`src/rtl/blur_frame_ctrl.sv`:
```
// blur_frame_ctrl
// Frame sequencer wrapped around the 3x3 Gaussian blur core. It gates a
// ready/valid pixel source into the core's valid-only input. It tracks the
// input row/column so that only core outputs built from a full 3x3 window
// (interior pixels) are passed on. It tags the output stream with
// start-of-frame, end-of-line and end-of-frame markers.
//
// Parameters
//   IMG_W     image width in pixels (>=3), must match the core's line length
//   IMG_H     image height in lines (>=3)
//   PIPE_LAT  core latency from core_pix_vld to core_vld_out (>=1)
//
// Ports
//   clk, rst           clock, synchronous active-high reset
//   start, abort       begin a frame (sampled in IDLE) / cancel the frame
//   busy, done, err    not-IDLE, one-cycle completion pulse, sticky mismatch
//   s_data/s_vld/s_rdy pixel source handshake
//   core_pix/_vld      pixel stream into the blur core
//   core_out/_vld_out  blurred stream from the blur core
//   m_data/m_vld       qualified output pixels, no backpressure
//   m_sof/m_eol/m_eof  frame and line markers, valid with m_vld

module blur_frame_ctrl #(
  parameter int IMG_W    = 32,
  parameter int IMG_H    = 32,
  parameter int PIPE_LAT = 1
) (
  input  logic       clk,
  input  logic       rst,
  input  logic       start,
  input  logic       abort,
  output logic       busy,
  output logic       done,
  output logic       err,
  input  logic [7:0] s_data,
  input  logic       s_vld,
  output logic       s_rdy,
  output logic [7:0] core_pix,
  output logic       core_pix_vld,
  input  logic [7:0] core_out,
  input  logic       core_vld_out,
  output logic [7:0] m_data,
  output logic       m_vld,
  output logic       m_sof,
  output logic       m_eol,
  output logic       m_eof
);

  localparam int CW = $clog2(IMG_W);
  localparam int RW = $clog2(IMG_H);
  localparam int DW = (PIPE_LAT > 1) ? $clog2(PIPE_LAT) : 1;

  localparam logic [CW-1:0] COL_LAST  = CW'(IMG_W - 1);
  localparam logic [RW-1:0] ROW_LAST  = RW'(IMG_H - 1);
  localparam logic [CW-1:0] OCOL_LAST = CW'(IMG_W - 3);
  localparam logic [RW-1:0] OROW_LAST = RW'(IMG_H - 3);
  localparam logic [DW-1:0] DRN_LAST  = DW'(PIPE_LAT - 1);

  typedef enum logic [1:0] {
    ST_IDLE  = 2'd0,
    ST_RUN   = 2'd1,
    ST_DRAIN = 2'd2,
    ST_DONE  = 2'd3
  } state_t;

  state_t            state;
  state_t            state_nxt;
  logic [CW-1:0]     in_col;
  logic [RW-1:0]     in_row;
  logic [CW-1:0]     out_col;
  logic [RW-1:0]     out_row;
  logic [DW-1:0]     drain_cnt;
  logic [PIPE_LAT-1:0] qpipe;

  logic accept;
  logic frame_start;
  logic last_accept;
  logic qual;
  logic q_out;
  logic out_hit;

  assign accept       = s_vld & s_rdy;
  assign frame_start  = (state == ST_IDLE) & start & ~abort;
  assign last_accept  = accept & (in_col == COL_LAST) & (in_row == ROW_LAST);
  // Only windows whose bottom-right pixel is at row>=2, col>=2 are complete.
  assign qual         = accept & (in_row >= RW'(2)) & (in_col >= CW'(2));
  assign q_out        = qpipe[PIPE_LAT-1];
  assign out_hit      = q_out & core_vld_out;

  // Pass-through into the core; the pixel bus is parked at zero outside RUN.
  assign core_pix     = s_rdy ? s_data : 8'h00;
  assign core_pix_vld = accept;

  always_ff @(posedge clk) begin
    if (rst) begin
      state <= ST_IDLE;
    end else begin
      state <= state_nxt;
    end
  end

  always_comb begin
    state_nxt = state;
    busy      = 1'b0;
    done      = 1'b0;
    s_rdy     = 1'b0;
    case (state)
      ST_IDLE: begin
        if (frame_start) state_nxt = ST_RUN;
      end
      ST_RUN: begin
        busy  = 1'b1;
        s_rdy = 1'b1;
        if (abort)            state_nxt = ST_IDLE;
        else if (last_accept) state_nxt = ST_DRAIN;
      end
      ST_DRAIN: begin
        busy = 1'b1;
        if (abort)                        state_nxt = ST_IDLE;
        else if (drain_cnt == DRN_LAST)   state_nxt = ST_DONE;
      end
      ST_DONE: begin
        busy      = 1'b1;
        done      = 1'b1;
        state_nxt = ST_IDLE;
      end
      default: state_nxt = ST_IDLE;
    endcase
  end

  // DRAIN lasts PIPE_LAT cycles so the last qualified pixel has left the core.
  always_ff @(posedge clk) begin
    if (rst || state != ST_DRAIN || abort) begin
      drain_cnt <= '0;
    end else begin
      drain_cnt <= drain_cnt + 1'b1;
    end
  end

  // Input raster position; holds across s_vld gaps.
  always_ff @(posedge clk) begin
    if (rst || frame_start || abort) begin
      in_col <= '0;
      in_row <= '0;
    end else if (accept) begin
      if (in_col == COL_LAST) begin
        in_col <= '0;
        in_row <= (in_row == ROW_LAST) ? '0 : in_row + 1'b1;
      end else begin
        in_col <= in_col + 1'b1;
      end
    end
  end

  // The qualifier pipe mirrors the core latency so q_out lines up with core_vld_out.
  always_ff @(posedge clk) begin
    if (rst || frame_start || abort) begin
      qpipe <= '0;
    end else begin
      qpipe[0] <= qual;
      for (int i = 1; i < PIPE_LAT; i++) begin
        qpipe[i] <= qpipe[i-1];
      end
    end
  end

  // Output register stage plus output raster counters used for the markers.
  always_ff @(posedge clk) begin
    if (rst || abort) begin
      m_data  <= 8'h00;
      m_vld   <= 1'b0;
      m_sof   <= 1'b0;
      m_eol   <= 1'b0;
      m_eof   <= 1'b0;
      out_col <= '0;
      out_row <= '0;
    end else begin
      m_vld <= out_hit;
      m_sof <= out_hit & (out_col == '0) & (out_row == '0);
      m_eol <= out_hit & (out_col == OCOL_LAST);
      m_eof <= out_hit & (out_col == OCOL_LAST) & (out_row == OROW_LAST);
      if (out_hit) m_data <= core_out;
      if (frame_start) begin
        out_col <= '0;
        out_row <= '0;
      end else if (out_hit) begin
        if (out_col == OCOL_LAST) begin
          out_col <= '0;
          out_row <= (out_row == OROW_LAST) ? '0 : out_row + 1'b1;
        end else begin
          out_col <= out_col + 1'b1;
        end
      end
    end
  end

  // A qualified slot without core data means the core and qualifier disagree.
  always_ff @(posedge clk) begin
    if (rst || frame_start) begin
      err <= 1'b0;
    end else if (q_out && !core_vld_out) begin
      err <= 1'b1;
    end
  end

endmodule

```
`config.mk`:
```
export PLATFORM = sky130hd
export DESIGN_NAME = blur_frame_ctrl
export DESIGN_NICKNAME = d
export VERILOG_FILES = /design/src/rtl/blur_frame_ctrl.sv
export SDC_FILE = /design/constraint.sdc
export NUM_CORES = 1
export LEC_CHECK = 0
export ABC_AREA = 1
export BUFFER_PORTS_ARGS = -buffer_cell sky130_fd_sc_hd__buf_2
export CORE_MARGIN = 4
export CORE_UTILIZATION = 40
export CTS_BUF_LIST = sky130_fd_sc_hd__clkbuf_8 sky130_fd_sc_hd__clkbuf_16
export DETAILED_ROUTE_END_ITERATION = 16
export PLACE_DENSITY = 0.68
export SLEW_MARGIN = 20
export SYNTH_ARGS = -nofsm -noshare
export SYNTH_HDL_FRONTEND = slang
export SYNTH_SLANG_ARGS = --single-unit
```
`constraint.sdc`:
```
create_clock -name clk -period 1.32 [get_ports clk]
set_input_delay 0.066 -clock clk [delete_from_list [all_inputs] [get_ports clk]]
set_output_delay 0.066 -clock clk [all_outputs]
set_load 0.03 [all_outputs]
```
# After elaboration in Yosys (flattened, before gate mapping)
# Cells that the tools add are included.
# classes
n_addsub,5
n_mul,0
div,0
n_lt_le_gt_ge,2
eq_ne,11
shift,0
muxes,14
bitwise,13
n_reduce_logical,15
# op_table
cell,n
$add 5x1->5 const B,4
$eq 5x5->1 const B,4
$mux 5,4
$and 1x1->1,12
$ge 5x2->1 const B,2
$logic_not 5->1,2
$mux 2,5
$mux 8,1
$pmux 2 s4,1
$ne 3x3->1 const B,2
$logic_or 1x1->1,5
$eq 2x2->1 const B,2
$ne 2x2->1 const B,2
$reduce_and 2->1,2
$mux 1,3
$reduce_and 3->1,1
$reduce_or 3->1,1
$eq 2x1->1 const B,1
$logic_not 2->1,1
$reduce_or 2->1,1
$add 1x1->1 const B,1
$logic_and 1x1->1,1
$logic_not 1->1,1
$not 1->1,1
# totals
register_bits,37
latchBits,0
mem_bits_rw,0
romBits,0
in_bits,22
out_inout_bits,25
elab_cells,73
n_memories,0

# Longest topological paths before layout
# depth
depth_word,8
ltp_mapped,9
ltp_nobuf,9

# Worst setup path after synthesis
# Ideal clock, no wire load.
# synth_path
path_kind,flip-flop to flip-flop
startpoint,register in_col[1]
endpoint,register in_row[2]
setup_ns,0.115
arrival_time_ns,1.337
path_slack_ns,-0.132
path_stages_with_launch,10
path_buffers,0
cell_sequence,dfxtp_1 -> ha_1 -> nand2_1 -> nor2_1 -> ha_1 -> inv_1 -> nor2_8 -> nand3_1 -> nand3_1 -> nor2_1
# synth_via
elab_chain_cells,2
# synth_lines
element,line_no,rtl
"start, declared",68,logic [CW-1:0] in_col;
"start signal, assigned",150,in_col <= in_col + 1'b1;
$eq 5x5->1,146,if (in_col == COL_LAST) begin
$reduce_and 2->1 (no source line),-,
"end signal, assigned",148,in_row <= (in_row == ROW_LAST) ? '0 : in_row + 1'b1;
"end, declared",69,logic [RW-1:0] in_row;
# No other way between the ends.
# A chain may end at the register's enable or synchronous reset.

# Worst setup path after layout
# layout_path
startpoint,register in_col[0]
endpoint,register in_row[3]
# The elaborated chain is that of the path after synthesis.

==> run_results.csv <==
group,metric,value,unit
timing,clock_skew,0.00444,ns
global_route,grt_max_degree,14,
critical_path,cp-end-kind,"flop",
timing,hold_ws,0.00936,ns
pwr,p_per_area,994,nW/um^2
critical_path,crit_arrival,1.51,ns
global_route,grt.overflow.total,0,
pwr,irDropWorstVdd,0.000390,V
final_layout,num_antenna_cells,0,
synth,syn_avg_cell_area,7.28,sq um
clock_network,clkTransAtPathRegs,0.08,ns
final_layout,drive_gt1_share,37.2,%
detailed_routing,vias,1816,
floorplan,rows,24,
final_layout,nNetsFinal,364,
run,cap_violations,0,
critical_path,path_delay_family,"simple AND/OR/NAND/NOR gates",
timing,slew_violations,0,
final_layout,utilization,58.1,%
detailed_routing,totalWireLength,4.25,mm
clock_network,cts_buffer_depth,2,
timing,setup_ws,0.00535,ns
final_layout,final_cell_mix,"48 x nor2_1, 38 x buf_2, 36 x nand2_1, 34 x inv_1, 29 x dfxtp_1",
critical_path,path_class,"reg2reg",
floorplan,pin_count,47,
floorplan,die_h,76.7,microns
placement,dp_cells,371,
detailed_routing,drc,0,
detailed_routing,antenna_left,0,
pwr,total_power,2.57,mW
floorplan,core-area,4440,sq um
timing,worst_pin_slew,0.263,ns
global_route,grt_pass1_wl,6.91,mm
clock_network,htreeDepth,2,
pwr,leakagePower,1.23,nW
timing,fin_crit,1.31,ns
global_route,use_met1,17.8,%
placement,place_area,2310,sq um
global_route,antenna_found_initial,0,
global_route,grt_util_all_layers,14.3,%
synth,syn-cell-area,1890,sq um
timing,setup_tns,0,ns
synth,synth-seq-cells,37,
run_status,status,"finished, final reports clean",
timing,relSlewSlack,82.3,%
placement,dp_hpwl,3.12,mm
critical_path,critical_path.max_stage_delay,0.35,ns
worst_hold_path,min_path_type,"in2reg",
clock_network,clk-insertion-delay-late,0.30,ns
timing,grt_setup_unrepaired,"yes",
timing,hold_viol_final,0,
placement,io_buffers,46,
final_layout,stdcell_count,383,
floorplan,initial_utilization,42.4,%
timing,period_share,99.6,%
critical_path,path_buf_inv,1,
timing,setup_violations,0,
final_layout,final_common_cell,"nor2_1",
synth,yosysWarnings,0,
global_route,met3_usage,4.80,%
timing,fmaxAchievable,761,MHz
placement,routabilityCongestion,0.824,
final_layout,area_delta_synth_final,37.0,%
critical_path,worstPathMaxFanout,5,
clock_network,cts_tree,"done",
global_route,met2_usage,22.9,%
final_layout,fillers,399,
critical_path,cpMaxStageDelayCell,"dfxtp_2",
detailed_routing,drt-wirelength-per-cell,11.1,microns
global_route,first_global_vias,1614,
floorplan,dieArea,5880,sq um
critical_path,worstPathRequired,1.52,ns
clock_network,numCtsBuffers,5,
synth,ys_types,26,
global_route,gr-max-usage-layer,"met2",
detailed_routing,dr.pass1.iters,4,
synth,synth.net_count,293,
detailed_routing,drt_iter0_drc,79,
detailed_routing,avgViaCountPerCell,4.74,
clock_network,clockRootBuffer,"clkbuf_8",
final_layout,stdcell_area,2580,sq um
synth,synth-seq-area-share,39.3,%
floorplan,die_w,76.7,microns
critical_path,worstSetupStartpointType,"flop",
critical_path,worstPathCellList,"ha_4, nand2_4, nor2_4, ha_4, buf_6, nand2_4, nor2_1, nand2_1, nand2_1, nor2_1",
synth,syn_inst,259,
placement,place_ws,-0.0579,ns
clock_network,cts.sinks,37,
## layout make-up
type	instances	area, sq um	area share (%)
Sequential cell	37	756	29.2
Tap cell	52	65.1	2.52
Clock buffer	5	68.8	2.66
Timing Repair Buffer	66	419	16.2
Inverter	39	153	5.91
Multi-Input combinational cell	181	1100	42.6
Clock inverter	3	21.3	0.823
## worst reg2reg max path, stage by stage, from the launching register on
cell,delay (ns)
dfxtp_2,0.35
ha_4,0.15
nand2_4,0.06
nor2_4,0.09
ha_4,0.17
buf_6,0.10
nand2_4,0.06
nor2_1,0.09
nand2_1,0.05
nand2_1,0.06
nor2_1,0.03
## metal layers
layer / vias to the layer above / share of wire [%]
met2: 47 / 48
met3: 6 / 5.9
met1: 806 / 44
li1: 957 / -
met5: - / 0
met4: 0 / 1.6
## report_power, final
part,switching (mW),internal (mW),leakage (nW)
clock,0.434,0.374,0.0445
sequential,0.0359,1.14,0.303
combinational,0.376,0.209,0.880
## final timing paths
path | slack [ns] | start | end | cells past startpoint
min reg2reg | 0.42 | drain_cnt$_SDFF_PP0_ | drain_cnt$_SDFF_PP0_ | 1
max reg2reg | 0.005 | in_col[0]$_SDFFE_PP0N_ | in_row[3]$_SDFFE_PP0N_ | 10
max | 0.005 | in_col[0]$_SDFFE_PP0N_ | in_row[3]$_SDFFE_PP0N_ | 10
min | 0.009 | core_out[7] | m_data[7]$_SDFFE_PP0P_ | 3
## cells by family (layout without fill, tap and decap cells)
group           count (synthesis)  count (layout)  synth area share [%]
buf+inv                        41             113                  8.43
fa+ha+maj                      12              12                  7.96
flops                          37              37                  39.3
compound gates                 30              30                  8.16
simple gates                  137             137                  35.2
xor+xnor                        2               2                 0.929
## cells in the mapped netlist
cell / number / area (sq um)
clkinv_2: 1 / 5.00
a21oi_1: 11 / 55.1
nor3b_2: 1 / 12.5
o21ai_0: 12 / 60.1
nor2_4: 2 / 22.5
nor2_8: 2 / 40.0
dfxtp_1: 37 / 741
xnor2_1: 2 / 17.5
nand2_1: 41 / 154
nand2_2: 5 / 31.3
nor4_1: 2 / 12.5
inv_2: 2 / 7.51
nor3_1: 5 / 25.0
nor3_2: 1 / 10.0
nand2_4: 3 / 33.8
inv_1: 36 / 135
clkbuf_1: 1 / 3.75
buf_4: 1 / 7.51
nand4_1: 4 / 25.0
o21ai_1: 6 / 30.0
nor2_1: 54 / 203
o21ai_2: 1 / 8.76
nand4_2: 1 / 12.5
nand3_1: 14 / 70.1
ha_1: 12 / 150
nor2_2: 2 / 12.5
## what timing repair did
item	CTS	global route
buffers inserted	1	3
endpoints found under the setup margin	15	25
pin swaps	7	9
hold buffers	0	0
resized for setup	26	21
endpoints found under the hold margin	0	0
## state kept, by name, summed over array words and instances, names as in the netlist
signal	count
m_eol	1
in_row	5
q_out	1
out_row	5
out_col	5
in_col	5
state	2
err	1
drain_cnt	1
m_eof	1
m_vld	1
m_data	8
m_sof	1
Power figures use the tool's default switching activity.
